[config.mk]
export PLATFORM = sky130hd
export DESIGN_NAME = ieee754_adder
export DESIGN_NICKNAME = d
export VERILOG_FILES = /design/src/rtl/ieee754_pkg.sv /design/src/rtl/ieee754_lzc.sv /design/src/rtl/ieee754_adder.sv
export SDC_FILE = /design/constraint.sdc
export NUM_CORES = 1
export LEC_CHECK = 0
export BUFFER_PORTS_ARGS = -buffer_cell sky130_fd_sc_hd__buf_2
export CAP_MARGIN = 10
export CELL_PAD_IN_SITES_DETAIL_PLACEMENT = 1
export CELL_PAD_IN_SITES_GLOBAL_PLACEMENT = 2
export CORE_UTILIZATION = 39
export DETAILED_ROUTE_END_ITERATION = 6
export GPL_TIMING_DRIVEN = 0
export PLACE_DENSITY_LB_ADDON = 0.1
export SLEW_MARGIN = 25
export SYNTH_ARGS = -nofsm -noshare
export SYNTH_HDL_FRONTEND = slang
export SYNTH_HIERARCHICAL = 1
export SYNTH_SLANG_ARGS = --single-unit
[constraint.sdc]
create_clock -name clk -period 2.4 [get_ports clk]
set_input_delay 0.48 -clock clk [delete_from_list [all_inputs] [get_ports clk]]
set_output_delay 0.48 -clock clk [all_outputs]
set_load 0.02 [all_outputs]
[src/rtl/ieee754_pkg.sv]
// Shared binary32 field widths, special encodings and the unpacked-operand type
// used by the ieee754 adder and its helpers.
package ieee754_pkg;

  localparam int EXP_W    = 8;
  localparam int FRAC_W   = 23;
  localparam int EXP_BIAS = 127;

  localparam logic [31:0] FP_QNAN    = 32'h7FC00000;
  localparam logic [31:0] FP_POS_INF = 32'h7F800000;
  localparam logic [31:0] FP_NEG_INF = 32'hFF800000;

  // exp is the raw biased field; eeff is the exponent the datapath aligns with
  typedef struct packed {
    logic              sign;
    logic [EXP_W-1:0]  exp;
    logic [EXP_W-1:0]  eeff;
    logic [FRAC_W:0]   sig;
    logic              is_zero;
    logic              is_inf;
    logic              is_nan;
  } fp_unpacked_t;

endpackage

[src/rtl/ieee754_lzc.sv]
// 27-bit leading-zero counter; an all-zero input reports 27.
module ieee754_lzc (
  input  logic [26:0] d_i,
  output logic [4:0]  cnt_o
);

  // Ascending scan: the highest set bit is the last one to write the count.
  always_comb begin
    cnt_o = 5'd27;
    for (int i = 0; i < 27; i++)
      if (d_i[i]) cnt_o = 5'(26 - i);
  end

endmodule

[src/rtl/ieee754_adder.sv]
// Registered binary32 adder, round-to-nearest-even, one-cycle latency.
// IEEE754_ADDER_SUBNORMAL_EN enables gradual underflow; otherwise subnormals flush to zero.
module ieee754_adder
  import ieee754_pkg::*;
(
  input  logic        clk,
  input  logic        rst,
  input  logic        in_valid,
  input  logic [31:0] input1,
  input  logic [31:0] input2,
  output logic        out_valid,
  output logic [31:0] out
);

  function automatic fp_unpacked_t unpack(input logic [31:0] x);
    fp_unpacked_t u;
    u.sign   = x[31];
    u.exp    = x[30:23];
    u.is_nan = (x[30:23] == 8'hFF) && (x[22:0] != '0);
    u.is_inf = (x[30:23] == 8'hFF) && (x[22:0] == '0);
`ifdef IEEE754_ADDER_SUBNORMAL_EN
    u.eeff    = (x[30:23] == '0) ? 8'd1 : x[30:23];
    u.sig     = {x[30:23] != '0, x[22:0]};
    u.is_zero = (x[30:0] == '0);
`else
    u.eeff    = (x[30:23] == '0) ? 8'd1 : x[30:23];
    u.sig     = (x[30:23] == '0) ? 24'd0 : {1'b1, x[22:0]};
    u.is_zero = (x[30:23] == '0);
`endif
    return u;
  endfunction

  fp_unpacked_t op1, op2, fa, fb;
  logic              swap, eff_sub;
  logic [7:0]        ediff, sh;
  logic [51:0]       shf;
  logic [26:0]       a_al, b_al, diff, m;
  logic [27:0]       sum;
  logic [4:0]        lz;
  logic signed [9:0] exp_n, exp_r;
  logic              rup;
  logic [24:0]       rnd;
  logic [23:0]       mant;
  logic [31:0]       res_d, out_q;
  logic              vld_q;

  assign op1  = unpack(input1);
  assign op2  = unpack(input2);
  assign swap = {op2.exp, op2.sig[22:0]} > {op1.exp, op1.sig[22:0]};
  assign fa   = swap ? op2 : op1;
  assign fb   = swap ? op1 : op2;

  // Align B under A: 24-bit significand plus guard/round, the rest ORs into sticky.
  assign ediff   = fa.eeff - fb.eeff;
  assign shf     = {fb.sig, 28'd0} >> ediff;
  assign b_al    = (ediff >= 8'd26) ? 27'd1 : {shf[51:26], |shf[25:0]};
  assign a_al    = {fa.sig, 3'b000};
  assign eff_sub = fa.sign ^ fb.sign;
  assign sum     = {1'b0, a_al} + {1'b0, b_al};
  assign diff    = a_al - b_al;

  ieee754_lzc u_lzc (.d_i(diff), .cnt_o(lz));

`ifdef IEEE754_ADDER_SUBNORMAL_EN
  // Never normalize below exponent 1; what remains is a subnormal significand.
  logic [7:0] emax;
  assign emax = fa.eeff - 8'd1;
  assign sh   = ({3'b000, lz} > emax) ? emax : {3'b000, lz};
`else
  assign sh   = {3'b000, lz};
`endif

  always_comb begin
    if (!eff_sub) begin
      if (sum[27]) begin
        m     = {sum[27:2], sum[1] | sum[0]};
        exp_n = $signed({2'b00, fa.eeff}) + 10'sd1;
      end else begin
        m     = sum[26:0];
        exp_n = $signed({2'b00, fa.eeff});
      end
    end else begin
      m     = diff << sh;
      exp_n = $signed({2'b00, fa.eeff}) - $signed({2'b00, sh});
    end
  end

  assign rup   = m[2] & (m[1] | m[0] | m[3]);
  assign rnd   = {1'b0, m[26:3]} + {24'd0, rup};
  assign mant  = rnd[24] ? rnd[24:1] : rnd[23:0];
  assign exp_r = rnd[24] ? exp_n + 10'sd1 : exp_n;

  // Overrides in increasing priority; NaN rules win over everything.
  always_comb begin
    res_d = {fa.sign, exp_r[7:0], mant[22:0]};
    if (exp_r >= 10'sd255) res_d = fa.sign ? FP_NEG_INF : FP_POS_INF;
`ifdef IEEE754_ADDER_SUBNORMAL_EN
    if (!mant[23]) res_d = {fa.sign, 8'h00, mant[22:0]};
`else
    if (exp_r <= 10'sd0) res_d = {fa.sign, 31'd0};
`endif
    if (eff_sub && diff == '0) res_d = 32'h0;
    if (fb.is_zero) res_d = {fa.sign, fa.exp, fa.sig[22:0]};
    if (op1.is_zero && op2.is_zero) res_d = {op1.sign & op2.sign, 31'd0};
    if (op2.is_inf) res_d = op2.sign ? FP_NEG_INF : FP_POS_INF;
    if (op1.is_inf) res_d = op1.sign ? FP_NEG_INF : FP_POS_INF;
    if (op1.is_nan || op2.is_nan || (op1.is_inf && op2.is_inf && (op1.sign ^ op2.sign)))
      res_d = FP_QNAN;
  end

  always_ff @(posedge clk or posedge rst) begin
    if (rst) begin
      out_q <= 32'h0;
      vld_q <= 1'b0;
    end else begin
      vld_q <= in_valid;
      if (in_valid) out_q <= res_d;
    end
  end

  assign out       = out_q;
  assign out_valid = vld_q;

endmodule

==> results of run 1 <==
-- per-stage QoR --
stage,hold WS (ns),instance area [um^2]
after global routing,0.330,21500
after floorplan,0.511,16700
after CTS,0.328,20100
after global placement,0.498,17800
after detailed placement,0.506,17900
final,0.312,21500
-- state kept, by name, summed over array words and instances (netlist names) --
register and cells:
out 32, out_valid 1
-- cells in the mapped netlist, types with 12 or more instances --
master | instances | area share [%]
nand2_1 | 297 | 7.1
nor2_1 | 281 | 6.7
a21oi_1 | 188 | 6.0
o21ai_0 | 142 | 4.5
clkbuf_1 | 109 | 2.6
inv_1 | 98 | 2.3
ha_1 | 97 | 7.7
nor3_1 | 85 | 2.7
nand3_1 | 66 | 2.1
mux2i_1 | 53 | 3.4
o211ai_1 | 53 | 2.5
xnor2_1 | 52 | 2.9
and2_1 | 47 | 1.9
a211oi_1 | 45 | 2.2
nand4_1 | 45 | 1.8
nor4_1 | 43 | 1.7
nor2b_1 | 36 | 1.4
o21ai_1 | 35 | 1.1
dfrtp_1 | 33 | 5.3
a31oi_1 | 32 | 1.3
a21o_1 | 29 | 1.4
buf_2 | 28 | 0.89
nand2b_1 | 25 | 1.0
mux2_2 | 24 | 1.7
xor2_1 | 22 | 1.2
and3_1 | 21 | 0.84
o31ai_1 | 21 | 1.0
or4_1 | 19 | 0.91
mux4_2 | 17 | 2.4
o22ai_1 | 17 | 0.68
a32oi_1 | 14 | 0.78
o21a_1 | 14 | 0.67
a221oi_1 | 13 | 0.73
a2111oi_0 | 12 | 0.67
-- placed cells by master (no fill, tap or decap), types with 47 or more instances in the layout --
| master | count |
|---|---|
| nor2_1 | 249 |
| nor3_1 | 72 |
| mux2i_1 | 47 |
| o211ai_1 | 53 |
| nand2_1 | 273 |
| o21ai_0 | 104 |
| buf_4 | 189 |
| a21oi_1 | 153 |
| buf_2 | 111 |
| inv_1 | 89 |
| ha_1 | 68 |
| nand3_1 | 59 |
-- layout make-up --
class | count | share of cell area, %
Sequential cell | 33 | 3.84
Inverter | 104 | 1.94
Clock inverter | 3 | 0.0814
Clock buffer | 5 | 0.581
Buffer | 151 | 5.80
Timing Repair Buffer | 293 | 9.57
Multi-Input combinational cell | 2116 | 75.1
Antenna cell | 3 | 0.0349
Tap cell | 525 | 3.05
-- critical path: cells and delay by family --
family / cells / cell delay, ns
AND/OR/NAND/NOR: 19 / 4.62
adder cells (fa/ha/maj): 4 / 1.04
XOR/XNOR: 1 / 0.17
multiplexers: 2 / 0.78
buffers and inverters: 22 / 3.20
AO/OA/AOI/OAI: 19 / 4.06
-- cells by family (layout without fill, tap and decap cells) --
logic type	count (synthesis)	count (layout)	share of synthesized area [%]
mux	98	98	7.85
flops	33	33	5.26
compound gates	795	795	34.8
other cells	0	3	0
fa+ha+maj	100	100	8.12
xor+xnor	75	75	4.23
buf+inv	265	556	6.99
simple gates	1048	1048	32.8
-- power by group --
group          internal, mW  switching (mW)  total, mW  leakage (nW)
Sequential            0.779           0.202      0.981         0.398
Combinational          7.51            14.0       21.5          8.08
Clock                 0.381           0.278      0.660        0.0696
-- layer usage --
metal  track usage [%]  routed length, um
met3              13.4              14000
met1              63.3              41300
met2              70.9              44300
met5                 0                  9
met4              20.6               5860
-- timing repair --
action                     4_1_cts  5_1_grt
resized for setup              264      217
setup endpoints to repair       32       32
pin swaps                       91       97
buffers inserted               125       66
cloned                           1        3
-- path summary, 6_finish.rpt --
path / from / to / slack (ns)
max: input2[24] / out[12]$_DFFE_PP0P_ / -11.87
max in group asynchronous: rst / out[21]$_DFFE_PP0P_ / 1.62
max reg2reg: out[22]$_DFFE_PP0P_ / out[22]$_DFFE_PP0P_ / 1.10
min in group clk: in_valid / out_valid$_DFF_PP0_ / 0.34
min: rst / out[31]$_DFFE_PP0P_ / 0.31
min reg2reg: out[31]$_DFFE_PP0P_ / out[31]$_DFFE_PP0P_ / 0.56
==> reports/summary.txt, run 1 <==
status = complete, but fails checks
violated checks = setup timing
multi-input logic area = 16200 um^2
Post-synth EDFFs = 0
Final Hold Vio Count = 0
Max Cap Viol = 0
ys async rst share = 100%
port bufs = 99
fill count = 5013
CTS buffer count = 5
Core Area = 39700 um^2
DR vias = 23500
Wirelength per Cell = 32.6 um
dpl hpwl = 78.5 mm
Reg area = 826 um^2
Final period util = 595%
Req. time, crit path = 2.59 ns
CTS HTree Levels = 2
Worst Hold Class = in -> async
syn avg cell area = 6.50 um^2
Peak VDD IR = 687 uV
total I/O pin count = 100
sequential fraction of the synthesis area = 5.26%
first-pass GRT wire length = 148 mm
root buf cell = clkbuf_16
Die W = 203 um
# DRC = 0
1st-iter DRT viols = 2790
DP Worst Slack = -15.13 ns
clk_lat worst skew = 0.29 ns
layout cells sized above 1 = 30.9%
RSZ-0062 raised after global routing = yes
reg2reg path depth = 4
synthesized cell area = 15700 um^2
clk slew on worst S/H paths = 0.06 ns
Die ar. = 41000 um^2
clock sinks = 33
total congestion overflow = 0
FF+latch count, synth = 33
Synth Flop Type = dfrtp_1
initial antenna violation count = 5
relative max-transition margin = 7.68%
arrival time at the worst endpoint = 14.46 ns
1st-pass router iterations = 6
Max stage delay cell, worst path = or4b_4
largest net degree at the start of global routing = 34
crit end category = flop
Worst setup SP type = primary input
Final WS setup = -11.87 ns
DP Cell Count = 3039
cell mode on critical path = buf_12
GRT Total Usage = 47.5%
Synth Net Count = 2581
CP max FO = 10
P_leak = 8.55 nW
slowest cell delay on critical path = 0.59 ns
total power = 23.2 mW
Setup Viol. Count Final = 32
max-slew violations = 0
post-layout util = 54.2%
Ys Warns = 6
DRT antenna net count = 0
final wirelength = 105 mm
Clock Skew = 0 ns
Area Growth Syn to Fin = 37.1%
CTS tree = built
Fin Setup TNS = -373.52 ns
die height = 203 um
# nets final = 2871
Final GP Congestion = 1.06
Slew @ Worst Pin = 1.37 ns
PD cells = 1080 nW/um^2
maximum root-to-sink buffer count = 2
cell row count = 73
fin crit period = 14.27 ns
CTS Hold Buffers Added = 0
vias per cell = 7.26
Max Clk Rate = 70.1 MHz
Syn Inst Count = 2414
initial core utilization = 39.5%
Crit Path Class = in -> reg
number of global-route vias before repair = 22400
Synth cell types = 116
Final Non-Filler Cells = 3233
Power figures use the tool's default switching activity.
==> inputs of run 2 (changes only) <==
- SETUP_SLACK_MARGIN: not set -> 0.02
==> reports/summary.txt, run 2 (synthesized netlist as in run 1, its figures left out) <==
most common cell after layout, fill and taps aside = nand2_1
RSZ-0062 raised after global routing = yes
Final Hold Vio Count = 0
Int Power = 8.69 mW
DR vias = 23500
status = complete, but fails checks
PD cells = 1080 nW/um^2
Final Non-Filler Cells = 3232
port bufs = 99
largest net degree at the start of global routing = 34
Setup crit end = out[12]$_DFFE_PP0P_
max reg flops = 32
slowest cell delay on critical path = 0.59 ns
# DRC = 0
vias per cell = 7.28
Die W = 203 um
Crit Path Class = in -> reg
Clock Skew = 0 ns
most frequent cells in the layout = nand2_1, nor2_1, buf_4, a21oi_1, buf_2
DRT antenna net count = 0
CTS buffer count = 5
maximum root-to-sink buffer count = 2
Core Area = 39700 um^2
fill count = 5016
switch share = 62.5%
1st-iter DRT viols = 2896
die height = 203 um
# nets final = 2872
clk_lat worst skew = 0.29 ns
arrival time at the worst endpoint = 14.52 ns
total congestion overflow = 0
Final GP Congestion = 1.06
Wirelength per Cell = 32.7 um
root buf cell = clkbuf_16
P_sw = 14.5 mW
total I/O pin count = 100
first-pass GRT wire length = 148 mm
Req. time, crit path = 2.59 ns
CTS HTree Levels = 2
relative max-transition margin = 9.06%
Final WS setup = -11.93 ns
Worst setup SP type = primary input
CTS tree = built
number of global-route vias before repair = 22400
Final period util = 597%
final wirelength = 106 mm
Peak VDD IR = 683 uV
combinational fraction of design power = 92.9%
clock network power share = 2.8%
cell row count = 73
Setup Viol. Count Final = 32
Max stage delay cell, worst path = or4b_4
clk slew on worst S/H paths = 0.06 ns
Max Clk Rate = 69.8 MHz
crit end category = flop
initial antenna violation count = 5
CTS Hold Buffers Added = 0
CP Launch Point = input2[24]
dpl hpwl = 78.5 mm
layout cells sized above 1 = 30.9%
P_leak = 8.56 nW
violated checks = setup timing
max-slew violations = 0
total power = 23.2 mW
initial core utilization = 39.5%
Max Cap Viol = 0
fin crit period = 14.33 ns
Worst Hold Class = in -> async
reg2reg path depth = 4
Area Growth Syn to Fin = 37.2%
clock sinks = 33
DP Cell Count = 3039
worst hold slack = 0.327 ns
DP Worst Slack = -15.13 ns
GRT Total Usage = 47.5%
Slew @ Worst Pin = 1.35 ns
Die ar. = 41000 um^2
R2R Setup Slk = 1.06 ns
CP max FO = 10
RR Startpoint = out[22]$_DFFE_PP0P_
1st-pass router iterations = 6
FF-to-FF End = out[22]$_DFFE_PP0P_
Flop pwr share = 4.2%
## run 2: cell types whose count changed in the layout (fill, tap and decap cells not counted), sizes merged
cell,before,now
buf,353,354
diode,3,1
## run 2: how the worst min path moves through the flow
stage | end | slack [ns] | cells after the start
finish | out[23]$_DFFE_PP0P_ | 0.33 | 2
global route | out_valid$_DFF_PP0_ | 0.33 | 1
CTS | out_valid$_DFF_PP0_ | 0.33 | 1
detailed placement | out[29]$_DFFE_PP0P_ | 0.51 | 2
global placement | out[29]$_DFFE_PP0P_ | 0.50 | 2
floorplan | out_valid$_DFF_PP0_ | 0.51 | 0
## run 2: per-layer routing
| metal | up-vias | part of all wire, % | track usage, % |
|---|---|---|---|
| li1 | 9655 | - | - |
| met1 | 11600 | 39 | 63.3 |
| met2 | 1831 | 42 | 70.9 |
| met3 | 449 | 13 | 13.4 |
| met4 | 2 | 5.5 | 20.6 |
| met5 | - | 0.0085 | 0 |
## run 2: final cells by class
type | count | area, um^2 | share of cell area [%]
inverter | 104 | 417 | 1.93
multi-input combinational | 2116 | 16200 | 75.1
buffer | 152 | 1250 | 5.83
sequential | 33 | 826 | 3.83
timing repair buffer | 293 | 2060 | 9.56
tap | 525 | 657 | 3.05
antenna | 1 | 2.50 | 0.0116
clock buffer | 5 | 125 | 0.581
clock inverter | 3 | 17.5 | 0.0813
## run 2: power groups by stage
stage | Combinational (mW) | Clock, mW | Sequential [mW]
3_5_place_dp | 16.4 | 0 | 0.945
2_1_floorplan | 10.3 | 0 | 1.17
5_1_grt | 21.9 | 0.680 | 0.974
3_3_place_gp | 16.2 | 0 | 0.936
4_1_cts | 18.6 | 0.631 | 0.944
6_report | 21.5 | 0.655 | 0.979
## run 2: repair_timing
action,CTS,global route
cloned,1,3
pin swaps,91,97
setup endpoints to repair,32,32
buffers inserted,125,66
gates resized for setup,264,219
endpoints found under the hold margin,0,0
## run 2: worst max-delay path: cells and delay by family
kind | cells | cell delay (ns)
muxes | 2 | 0.80
adders and majority gates | 4 | 1.06
xor gates and xnor gates | 2 | 0.47
and+or+nand+nor | 19 | 4.73
buffers and inverters | 22 | 3.23
AOI/OAI and AO/OA | 17 | 3.65
## run 2: stage by stage
stage,TNS [ns],util (%),cell area [um^2]
global placement,-470.51,44.8,17800
finish,-375.13,54.2,21500
floorplan,-305.97,-,16700
detailed placement,-477.70,44.9,17900
global route,-380.07,54.2,21500
CTS,-364.59,50.7,20100
